$ cat src/rtl/pds_port_arbiter.sv
`default_nettype none
// ============================================================================
// Module   : pds_port_arbiter
// Purpose  : Round-robin arbiter that shares the single PDS input port
//            (data_ip / valid_up) among NPORTS packet requesters. Each
//            requester owns a one-entry holding register. One packet is
//            issued at a time, held until the DUT accepts it, and each
//            accepted packet is followed by GAP idle cycles.
// Ports    : clk        - rising-edge clock
//            reset      - asynchronous, active-high reset
//            req_valid  - per-port packet valid
//            req_data   - per-port packet, port i at [i*PKT_W +: PKT_W]
//            req_ready  - per-port holding register empty
//            data_ip    - registered packet to the DUT
//            valid_up   - registered packet valid to the DUT
//            dut_ready  - DUT accepts data_ip when valid_up && dut_ready
//            grant_id   - port index of the packet currently on data_ip
//            busy       - not idle, or any holding register full
//            pkt_count  - packets accepted by the DUT (wraps)
// Options  : PDS_SRC_STAMP_EN - when defined, the granted port index
//            overwrites the source field data_ip[15:12] on grant.
// Revision : 1.0 - initial release
// ============================================================================
module pds_port_arbiter #(
    parameter int NPORTS = 4,
    parameter int PKT_W  = 16,
    parameter int GAP    = 1
) (
    input  logic                      clk,
    input  logic                      reset,
    input  logic [NPORTS-1:0]         req_valid,
    input  logic [NPORTS*PKT_W-1:0]   req_data,
    output logic [NPORTS-1:0]         req_ready,
    output logic [PKT_W-1:0]          data_ip,
    output logic                      valid_up,
    input  logic                      dut_ready,
    output logic [$clog2(NPORTS)-1:0] grant_id,
    output logic                      busy,
    output logic [15:0]               pkt_count
);

    localparam int               C_IDW  = $clog2(NPORTS);
    localparam logic [3:0]       C_GAP  = 4'(GAP);
    localparam logic [C_IDW-1:0] C_LAST = C_IDW'(NPORTS - 1);

    typedef enum logic [1:0] {
        S_IDLE  = 2'd0,
        S_ISSUE = 2'd1,
        S_GAP   = 2'd2
    } state_t;

    state_t             state_q, state_d;
    logic [NPORTS-1:0]  hold_v_q, hold_v_d;
    logic [PKT_W-1:0]   hold_q [NPORTS];
    logic [PKT_W-1:0]   hold_d [NPORTS];
    logic [PKT_W-1:0]   data_ip_q, data_ip_d;
    logic               valid_up_q, valid_up_d;
    logic [C_IDW-1:0]   grant_id_q, grant_id_d;
    logic [C_IDW-1:0]   ptr_q, ptr_d;
    logic [3:0]         gap_cnt_q, gap_cnt_d;
    logic [15:0]        pkt_count_q, pkt_count_d;

    logic               grant_found;
    logic [C_IDW-1:0]   grant_idx;
    logic [PKT_W-1:0]   grant_pkt;
    logic [C_IDW:0]     cand;

    // Rotating priority search: first full holding register at or after
    // ptr_q, wrapping modulo NPORTS. One extra bit in cand absorbs the
    // overflow before the wrap is subtracted away.
    always_comb begin
        grant_found = 1'b0;
        grant_idx   = '0;
        cand        = '0;
        for (int k = 0; k < NPORTS; k++) begin
            cand = {1'b0, ptr_q} + (C_IDW + 1)'(k);
            if (cand >= (C_IDW + 1)'(NPORTS)) begin
                cand = cand - (C_IDW + 1)'(NPORTS);
            end
            if (!grant_found && hold_v_q[cand[C_IDW-1:0]]) begin
                grant_found = 1'b1;
                grant_idx   = cand[C_IDW-1:0];
            end
        end
    end

`ifdef PDS_SRC_STAMP_EN
    always_comb begin
        grant_pkt                = hold_q[grant_idx];
        grant_pkt[PKT_W-1 -: 4] = 4'(grant_idx);
    end
`else
    assign grant_pkt = hold_q[grant_idx];
`endif

    always_comb begin
        state_d     = state_q;
        hold_v_d    = hold_v_q;
        hold_d      = hold_q;
        data_ip_d   = data_ip_q;
        valid_up_d  = valid_up_q;
        grant_id_d  = grant_id_q;
        ptr_d       = ptr_q;
        gap_cnt_d   = gap_cnt_q;
        pkt_count_d = pkt_count_q;

        // Capture into empty holding registers. A port being granted this
        // edge is full, so capture and grant never collide on one port.
        for (int i = 0; i < NPORTS; i++) begin
            if (req_valid[i] && !hold_v_q[i]) begin
                hold_v_d[i] = 1'b1;
                hold_d[i]   = req_data[i*PKT_W +: PKT_W];
            end
        end

        case (state_q)
            S_IDLE: begin
                if (grant_found) begin
                    data_ip_d           = grant_pkt;
                    valid_up_d          = 1'b1;
                    grant_id_d          = grant_idx;
                    hold_v_d[grant_idx] = 1'b0;
                    state_d             = S_ISSUE;
                end
            end
            S_ISSUE: begin
                if (dut_ready) begin
                    valid_up_d  = 1'b0;
                    pkt_count_d = pkt_count_q + 16'd1;
                    ptr_d       = (grant_id_q == C_LAST) ? '0 : grant_id_q + 1'b1;
                    if (GAP > 0) begin
                        state_d   = S_GAP;
                        gap_cnt_d = C_GAP;
                    end else begin
                        state_d   = S_IDLE;
                    end
                end
            end
            S_GAP: begin
                // The counter holds the number of gap cycles still owed,
                // including the current one.
                if (gap_cnt_q <= 4'd1) begin
                    state_d   = S_IDLE;
                    gap_cnt_d = '0;
                end else begin
                    gap_cnt_d = gap_cnt_q - 4'd1;
                end
            end
            default: begin
                state_d = S_IDLE;
            end
        endcase
    end

    always_ff @(posedge clk or posedge reset) begin
        if (reset) begin
            state_q     <= S_IDLE;
            hold_v_q    <= '0;
            for (int i = 0; i < NPORTS; i++) begin
                hold_q[i] <= '0;
            end
            data_ip_q   <= '0;
            valid_up_q  <= 1'b0;
            grant_id_q  <= '0;
            ptr_q       <= '0;
            gap_cnt_q   <= '0;
            pkt_count_q <= '0;
        end else begin
            state_q     <= state_d;
            hold_v_q    <= hold_v_d;
            hold_q      <= hold_d;
            data_ip_q   <= data_ip_d;
            valid_up_q  <= valid_up_d;
            grant_id_q  <= grant_id_d;
            ptr_q       <= ptr_d;
            gap_cnt_q   <= gap_cnt_d;
            pkt_count_q <= pkt_count_d;
        end
    end

    assign req_ready = ~hold_v_q;
    assign data_ip   = data_ip_q;
    assign valid_up  = valid_up_q;
    assign grant_id  = grant_id_q;
    assign pkt_count = pkt_count_q;
    assign busy      = (state_q != S_IDLE) || (|hold_v_q);

endmodule
`default_nettype wire

$ cat config.mk
export PLATFORM = sky130hd
export DESIGN_NAME = pds_port_arbiter
export DESIGN_NICKNAME = d
export VERILOG_FILES = /design/src/rtl/pds_port_arbiter.sv
export SDC_FILE = /design/constraint.sdc
export NUM_CORES = 1
export LEC_CHECK = 0
export ABC_AREA = 0
export BUFFER_PORTS_ARGS = -buffer_cell sky130_fd_sc_hd__buf_2
export CORE_AREA = 5 5 86 148
export DETAILED_ROUTE_END_ITERATION = 12
export DIE_AREA = 0 0 91 153
export MAX_ROUTING_LAYER = met4
export PLACE_DENSITY = 0.63
export SYNTH_ARGS = -nofsm -noshare
export SYNTH_HDL_FRONTEND = slang
export SYNTH_SLANG_ARGS = --single-unit
$ cat constraint.sdc
create_clock -name clk -period 3.74 [get_ports clk]
set_clock_uncertainty 0.2 [all_clocks]
set_input_delay 0.374 -clock clk [delete_from_list [all_inputs] [get_ports clk]]
set_output_delay 0.374 -clock clk [all_outputs]
set_load 0.005 [all_outputs]
# Word level (Yosys, flattened, before mapping)
# Cells that the tools add are included.
[classes] n_mux=42 magnitude_cmp=12 eq_ne=6 n_addsub=10 n_reduce_logical=26 bitwise_logic=4
[op_table] op="16-bit binary-select mux with 2-bit select" n=1
[op_table] op="16-bit 2-to-1 mux" n=2
[op_table] op="2-bit 2-to-1 mux" n=12
[op_table] op="16-bit by 1-bit adder with 16-bit output, second input constant" n=1
[op_table] op="4-bit 2-to-1 mux" n=4
[op_table] op="2-bit by 3-bit less-than comparator with 1-bit output, second input constant" n=5
[op_table] op="1-bit 2-to-1 mux" n=15
[op_table] op="3-bit greater-or-equal comparator, second input constant" n=4
[op_table] op="1-bit binary-select mux with 2-bit select" n=4
[op_table] op="1-bit logical AND" n=8
[op_table] op="4-bit NOT" n=2
[op_table] op="4-bit case mux with 2 select lines" n=1
[op_table] op="2-bit by 1-bit subtractor with 2-bit output, second input constant" n=4
[op_table] op="1-bit zero test" n=7
[op_table] op="2-bit by 2-bit adder with 3-bit output, second input constant" n=2
[op_table] op="2-bit != test, second input constant" n=3
[op_table] op="2-bit case mux with 3 select lines" n=1
[op_table] op="2-bit AND reduction" n=3
[op_table] op="3-bit AND reduction" n=2
[op_table] op="2-bit nonzero test" n=3
[op_table] op="4-bit AND" n=1
[op_table] op="2-bit equality test, second input constant" n=2
[op_table] op="4-bit by 1-bit less-or-equal comparator with 1-bit output, second input constant" n=1
[op_table] op="4-bit OR reduction" n=1
[op_table] op="other kinds (11)" n=11
[totals] word_cells=112 out_inout_bits=40 ff_bits=111 inputBits=71

# Logic depth before layout (Yosys ltp)
# Gate-level depths: netlist of run 1.
[depth] word_depth=22 depth_mapped=7 depth_no_buf=6

# Worst setup path after synthesis of run 1
# OpenSTA, ideal clock, no wires.
[synth_timing] path_kind="register to register" startpoint="register state_q[1]" endpoint="register pkt_count_q[15], in the netlist pkt_count[15]" setup_ps=79 synth_period_minus_slack_ps=1918 required_time_ps=3461 stages_incl_launch_ff=6 arrival_time_ps=1638 path_slack_ps=1822 n_path_buf=1 path_cell_list="dfrtp_1 -> nand3b_4 -> or4_4 -> buf_6 -> nor4_4 -> xor2_1"
[synth_via] elab_chain_cells=2
[synth_rtl] element="from (decl)" line="52" rtl="state_t state_q, state_d;"
[synth_rtl] element="from (signal assigned)" line="169" rtl="state_q <= state_d;"
[synth_rtl] element="2-bit by 1-bit equality test with 1-bit output" line="116" rtl="case (state_q)"
[synth_rtl] element="2-bit AND reduction (no line)"
[synth_rtl] element="to (signal assigned)" line="177" rtl="pkt_count_q <= pkt_count_d;"
[synth_rtl] element="to (decl)" line="61" rtl="logic [15:0] pkt_count_q, pkt_count_d;"
# No other way between the ends.
# A chain may end at the register's enable or synchronous reset.

# Worst setup path in the final report of run 1
[layout_timing] startpoint="register hold_v_q[2]" endpoint="register data_ip_q[10], in the netlist data_ip[10]"
[layout_via] elab_chain_cells=16 elab_cells_between_ends=27 cone_classes="19 x mux; 1 x bitwise; 7 x reduce/logical"
[layout_rtl] element="from (decl)" line="53" rtl="logic [NPORTS-1:0] hold_v_q, hold_v_d;"
[layout_rtl] element="from (signal assigned)" line="170" rtl="hold_v_q <= hold_v_d;"
[layout_rtl] element="1-bit binary-select mux with 2-bit select" line="80" rtl="if (!grant_found && hold_v_q[cand[C_IDW-1:0]]) begin"
[layout_rtl] element="1-bit 2-to-1 mux (implied by the code)" line="80"
[layout_rtl] element="1-bit 2-to-1 mux" line="80"
[layout_rtl] element="1-bit zero test" line="80"
[layout_rtl] element="1-bit logical AND" line="80"
[layout_rtl] element="1-bit 2-to-1 mux" line="80"
[layout_rtl] element="1-bit zero test" line="80"
[layout_rtl] element="1-bit logical AND" line="80"
[layout_rtl] element="1-bit 2-to-1 mux" line="80"
[layout_rtl] element="1-bit zero test" line="80"
[layout_rtl] element="1-bit logical AND" line="80"
[layout_rtl] element="2-bit 2-to-1 mux" line="80"
[layout_rtl] element="2-bit NOT with 3-bit output (implied by the code)" line="93" rtl="assign grant_pkt = hold_q[grant_idx];"
[layout_rtl] element="16-bit binary-select mux with 2-bit select" line="93"
[layout_rtl] element="16-bit 2-to-1 mux (implied by the code) (2 in series)" line="93"
[layout_rtl] element="to (signal assigned)" line="172" rtl="data_ip_q <= data_ip_d;"
[layout_rtl] element="to (decl)" line="56" rtl="logic [PKT_W-1:0] data_ip_q, data_ip_d;"
# Several ways; a longest one is shown, not always the timed one. The select of a mux whose other input is x is not followed.

==> metrics.csv, run 1 <==
stage,metric,value,unit
outcome,status,"finished, final reports clean",
synth,top-count cell post-synth,dfrtp_1,
clocking,TritonCTS clock tree,built,
synth,"EDFF count, synth",0,
critical_path,WP data arrival,2.86,ns
synth,syn avg cell area,11.6,µm²
placement,IO Port Bufs,110,
placement,dpl hpwl,9.32,mm
global_routing,GRT Util Overall,18.2,%
flow_run,Max Cap Violations,0,
global_routing,grt total ovfl,0,
finish,fin nets,605,
die,chip height,153,µm
timing,Final TNS setup,0,ns
clocking,TritonCTS Buffers,9,
clocking,CTS sink cnt,111,
clocking,buffer depth of the longest clock path,2,
finish,P&R area growth vs syn,19.5,%
critical_path,CP endpoint kind,flop,
critical_path,crit path max-delay cell type,nand2b_1,
synth,"Distinct cells, synth",43,
critical_path,Crit path top cell by count,a31oi_1,
synth,"Async S/R FF share, synth",100,%
critical_path,crit-path max FO,24,
die,# rows,52,
critical_path,worst path required time,3.80,ns
clocking,Post-CTS Setup Bufs,0,
synth,leading area contributor after synthesis,dfrtp_1,
routing,Post-DRT Antenna Nets,0,
synth,"top cells by area, synth","dfrtp_1 56%, mux2_2 14%, a31oi_1 4.0%, o21ai_0 2.6%, a22oi_1 2.4%",
clocking,CTS root buffer,clkbuf_16,
timing,final setup violation count,0,
die,die area,13900,µm²
timing,RSZ-0062 raised after global routing,false,
global_routing,largest net degree at the start of global routing,51,
hold_path,HP Class,in -> reg,
global_routing,first-pass GRT wire length,19.4,mm
power_and_ir_drop,Pwr Density,832,nW/µm²
die,overall die width,91,µm
critical_path,slowest cell delay on critical path,0.77,ns
global_routing,vias in the first global route,3808,
global_routing,initial antenna violation count,0,
routing,drt pass-1 iters,4,
critical_path,CP Class,reg -> reg,
clocking,H-tree levels,3,
synth,"top cells by count, synth","111 x dfrtp_1, 64 x mux2_2, 32 x a31oi_1",
clocking,clk_lat worst skew,0.34,ns
synth,Post-synth top flop,dfrtp_1,
finish,share of cells above drive strength 1,38.7,%
timing,fmax,0.358,GHz
synth,sequential area share after synthesis,55.8,%
timing,"Slew Viols, Final",0,
critical_path,worst path cell trace,"nor4_1, nand2b_1, a31oi_1, a31oi_1",
timing,final worst-path cycle share,74.7,%
timing,final hold vios,0,
routing,initial drt markers,188,
finish,# diodes,0,
die,Core Area,11400,µm²
synth,"Net Count, Synth",504,
timing,relative slew slack,41.5,%
die,I/O Pins,111,
routing,DRC Markers,0,
routing,Post-Route WL,12.2,mm
die,Initial Utilization,43.7,%
critical_path,CP Launch Type,flop,
power_and_ir_drop,Leak,2.78,nW
routing,wire per inst,18.2,µm
power_and_ir_drop,Worst VDD drop,0.378,mV
synth,Seq cells post-synth,111,
synth,Yosys warning count,0,
synth,top-area cell type share of the netlist area,55.8,%
timing,fin crit period,2.80,ns
clocking,Worst-path clk slew,0.07,ns
routing,via count,3626,
synth,cell area after synthesis,4980,µm²
synth,synthesized instance count,429,
routing,via density per instance,5.41,
timing,Hold WS,0.0549,ns
placement,routability cong.,0.801,
timing,Worst-Margin Slew,0.877,ns
[final timing paths]
path | startpoint | endpoint | slack [ns] | cells after the start
setup / recovery | hold_v_q[2] | data_ip[10] | 0.94 | 4
setup reg to reg | hold_v_q[2] | data_ip[10] | 0.94 | 4
min in group asynchronous | reset | pkt_count[14] | 0.45 | 3
hold reg to reg | pkt_count[15] | pkt_count[15] | 0.27 | 1
max in group asynchronous | reset | data_ip[5] | 1.97 | 4
hold / removal | req_data[36] | hold_q[20] | 0.05 | 2
[final cells by class]
| class | count | area, µm² |
|---|---|---|
| clock buffer | 9 | 225 |
| clock inverter | 7 | 78.8 |
| fill | 1008 | 5430 |
| inverter | 12 | 47.5 |
| multi-input combinational | 277 | 2030 |
| sequential | 111 | 2780 |
| tap | 135 | 169 |
| timing repair buffer | 119 | 621 |
[flip-flops by register name, indices dropped and copies added (netlist names)]
| signal | flops |
|---|---|
| hold_q | 64 |
| data_ip | 16 |
| pkt_count | 16 |
| gap_cnt_q | 4 |
| hold_v_q | 4 |
| grant_id | 2 |
| ptr_q | 2 |
| state_q | 2 |
| valid_up | 1 |
[logic make-up (layout without fill, tap and decap cells)]
| logic type | after synthesis | in the layout | share of synthesized area (%) |
|---|---|---|---|
| flip-flops | 111 | 111 | 55.8 |
| AND/OR/NAND/NOR | 100 | 100 | 10.6 |
| AO/OA/AOI/OAI | 94 | 94 | 12.0 |
| multiplexers | 64 | 64 | 14.5 |
| buffers and inverters | 41 | 147 | 3.54 |
| XOR/XNOR | 15 | 15 | 2.64 |
| adder cells (fa/ha/maj) | 4 | 4 | 1.00 |
[power by group]
part / internal [W] / switching, W
clock: 0.000528 / 0.000449
sequential: 0.00175 / 0.000470
combinational: 0.000881 / 0.000878
[what timing repair did]
item                                   4_1_cts  5_1_grt
resized for setup                            0        0
endpoints found under the hold margin       48        0
hold buffers                                 1        0
[metrics by stage]
| stage | std cells | setup slack [ns] | utilization [%] | total power [W] | cell area (µm²) |
|---|---|---|---|---|---|
| detailed placement | 653 | 1.09 | 49.5 | 0.00402 | 5640 |
| floorplan | 429 | 0.235 | - | 0.00339 | 4980 |
| global placement | 653 | 1.20 | 49.5 | 0.00394 | 5640 |
| CTS | 670 | 0.991 | 52.3 | 0.00500 | 5950 |
| global route | 670 | 0.724 | 52.3 | 0.00530 | 5950 |
| finish | 670 | 0.945 | 52.3 | 0.00495 | 5950 |
[cell usage in the layout, fill, tap and decap left out, types with 8 or more instances in the layout]
master	instances
nor2_1	26
inv_1	11
mux2_2	64
dfrtp_1	111
nand2_1	25
buf_2	110
and3_1	16
a31oi_1	32
a22oi_1	16
xnor2_1	12
o21ai_0	26
clkbuf_16	9
buf_4	8
[critical path: cells and delay by family, from the launching register on]
kind               cells  cell delay (ns)
DFF                    1             0.69
and+or+nand+nor        2             1.51
AOI/OAI and AO/OA      2             0.31
[layer usage]
metal	vias up	global-route usage (%)	share of wire, %
li1	1731	-	-
met1	1788	20.2	39
met2	93	32.0	54
met3	14	3.64	4.6
met4	0	6.50	2.3
met5	-	-	0
(Power assumes the default switching activity.)
==> run 2, diff against run 1 <==
Settings changed: ABC_AREA 0 to 1, CORE_AREA 5 5 86 148 to 5 5 88 152, DIE_AREA 0 0 91 153 to 0 0 93 157, PLACE_DENSITY 0.63 to 0.65.
Clock period 3.74 ns to 2.3 ns, I/O delays scaled along.
==> metrics.csv, run 2 <==
stage,metric,value,unit
finish,"Design Area, Final",7120,µm²
synth,Yosys warning count,0,
critical_path,CP Launch Point,ptr_q[0],
flow_run,Max Cap Violations,0,
critical_path,worst r2r src,ptr_q[0],
routing,drt pass-1 iters,4,
synth,"top cells by count, synth","209 x nand2_1, 111 x dfrtp_1, 64 x mux2_2",
clocking,clk_lat worst skew,0.34,ns
synth,cell area after synthesis,5280,µm²
hold_path,Hold Startpoint,pkt_count[15],
critical_path,worst path required time,2.33,ns
routing,via count,4540,
clocking,TritonCTS Buffers,9,
timing,Worst-Margin Slew,0.662,ns
timing,final hold vios,0,
placement,pre-CTS setup slack,-0.0478,ns
die,Core Area,11900,µm²
clocking,CTS root buffer,clkbuf_16,
hold_path,HP Class,reg -> reg,
critical_path,slowest cell delay on critical path,0.48,ns
synth,leading area contributor after synthesis,dfrtp_1,
die,die area,14600,µm²
timing,Final TNS setup,0,ns
critical_path,flop2flop setup slack,0.12,ns
placement,dpl hpwl,9.35,mm
die,Initial Utilization,44.2,%
finish,FILL cells,1007,
critical_path,CP endpoint,hold_v_q[0],
synth,Seq cells post-synth,111,
outcome,status,"finished, final reports clean",
clocking,buffer depth of the longest clock path,2,
synth,"top cells by area, synth","dfrtp_1 53%, nand2_1 15%, mux2_2 14%, nand4_1 4.5%, inv_1 1.8%",
clocking,H-tree levels,3,
routing,via density per instance,5.14,
critical_path,crit-path max FO,9,
power_and_ir_drop,total power,0.00966,W
placement,dpl cell area,5980,µm²
routing,wire per inst,16.7,µm
power_and_ir_drop,Worst VDD drop,0.651,mV
critical_path,CP endpoint kind,flop,
timing,fin crit period,2.18,ns
routing,Post-Route WL,14.8,mm
synth,"EDFF count, synth",0,
finish,area of the multi-input gates,2280,µm²
global_routing,initial antenna violation count,0,
synth,synthesized instance count,550,
global_routing,vias in the first global route,4731,
timing,final worst-path cycle share,94.9,%
clocking,Worst-path clk slew,0.07,ns
routing,DRC Markers,0,
die,I/O Pins,111,
finish,"commonest non-fill, non-tap cell in the layout",nand2_1,
power_and_ir_drop,Pwr Density,1360,nW/µm²
timing,relative slew slack,55.8,%
critical_path,Crit path top cell by count,nand2_1,
finish,Storage cell area,2780,µm²
critical_path,reg2reg path depth,14,
synth,"Async S/R FF share, synth",100,%
synth,syn avg cell area,9.60,µm²
timing,Final Worst Setup Slack,0.117,ns
global_routing,GRT Util Overall,21.1,%
critical_path,WP data arrival,2.22,ns
routing,initial drt markers,240,
die,overall die width,93,µm
die,# rows,53,
power_and_ir_drop,Leak,3.69,nW
synth,"Net Count, Synth",625,
synth,Post-synth top flop,dfrtp_1,
critical_path,crit path max-delay cell type,dfrtp_2,
placement,IO Port Bufs,110,
global_routing,grt total ovfl,0,
synth,sequential area share after synthesis,52.6,%
placement,routability cong.,0.832,
routing,Post-DRT Antenna Nets,0,
timing,final setup violation count,0,
global_routing,largest net degree at the start of global routing,112,
critical_path,FF-to-FF End,hold_v_q[0],
global_routing,first-pass GRT wire length,23.4,mm
synth,"Distinct cells, synth",29,
finish,P&R area growth vs syn,34.8,%
synth,top-count cell post-synth,nand2_1,
finish,most frequent cells in the layout,"209 x nand2_1, 110 x buf_2, 109 x dfrtp_1",
timing,fmax,0.458,GHz
finish,"Most flops, register",hold_q,
clocking,CTS sink cnt,111,
clocking,TritonCTS clock tree,built,
critical_path,CP Class,reg -> reg,
die,chip height,157,µm
finish,max FFs per register,64,
critical_path,worst path cell trace,"inv_4, nand2_1, nand2_1, nand2_1, nand2_2, nand2_4, nand2_2, nand2_4, nand3_4, buf_4, buf_4, nand3_1, o21ai_1, inv_1",
critical_path,CP Launch Type,flop,
synth,top-area cell type share of the netlist area,52.6,%
timing,"Slew Viols, Final",0,
finish,fin nets,817,
finish,share of cells above drive strength 1,30.6,%
run 2: changes by cell type after synthesis, sizes merged, moves of 9 or more:
| cell | previous run | this run |
|---|---|---|
| nand2 | 25 | 213 |
| nand4 | 2 | 38 |
| a31oi | 32 | 2 |
| inv | 12 | 30 |
| o21ai | 26 | 9 |
| a22oi | 16 | 0 |
| and3 | 16 | 0 |
| nor2 | 26 | 13 |
| nand3 | 6 | 15 |
run 2: timing repair:
item                                    CTS  global route
buffers inserted                          0            10
pin swaps                                 0             1
hold buffers                             70             0
endpoints found under the setup margin   16            16
endpoints found under the hold margin   180             0
gates cloned                              1             1
gates resized for setup                   2            10
run 2: worst min-delay path by stage:
stage                     to  cells past startpoint  slack (ns)
3_5_place_dp      state_q[0]                      2        0.24
4_1_cts        pkt_count[15]                      1        0.27
5_1_grt        pkt_count[15]                      1        0.29
2_1_floorplan     state_q[0]                      1        0.12
3_3_place_gp      state_q[0]                      2        0.23
6_report       pkt_count[15]                      1        0.26
run 2: cell type report:
type	instances	area share, %
clock buffer	11	3.41
timing repair buffer	203	20.6
inverter	30	1.71
clock inverter	4	0.756
antenna	1	0.0352
multi-input combinational	387	32.0
tap	137	2.41
sequential	111	39.1
run 2: layer usage:
layer / track usage [%] / wire (µm) / share of wire [%] / vias to the layer above
met5: - / 0 / 0 / -
met4: 9.99 / 428 / 2.9 / 0
met3: 2.77 / 577 / 3.9 / 25
met2: 36.6 / 7950 / 54 / 143
met1: 23.9 / 5850 / 40 / 2170
li1: - / - / - / 2202
run 2: per-stage QoR:
step                      instances  hold WS [ns]  utilization, %
after floorplan                 550         0.116               -
after global placement          786         0.229            50.1
after detailed placement        786         0.237            50.1
after CTS                       872         0.266            58.6
after global routing            883         0.292            59.6
final                           884         0.259            59.6
run 2: power by group:
| part | internal, W | switching (W) | total (W) |
|---|---|---|---|
| logic | 0.00202 | 0.00265 | 0.00467 |
| registers | 0.00282 | 0.000585 | 0.00341 |
| clock network | 0.000876 | 0.000706 | 0.00158 |
| total | 0.00572 | 0.00394 | 0.00966 |
run 2: critical path, delay by kind of cell, from the launching register on:
family	cells	cell delay, ns
AND/OR/NAND/NOR	9	0.88
flip-flops	1	0.48
AO/OA/AOI/OAI	1	0.11
buffers and inverters	4	0.40
run 2: logic make-up (layout without fill, tap and decap cells):
kind of cell	count (synthesis)	in the layout	synth area share [%]
compound gates	17	17	1.83
xor+xnor	15	15	2.49
fa+ha+maj	4	4	0.948
buf+inv	54	248	4.84
flops	111	111	52.6
mux	64	64	13.7
other cells	0	1	0
simple gates	285	287	23.6
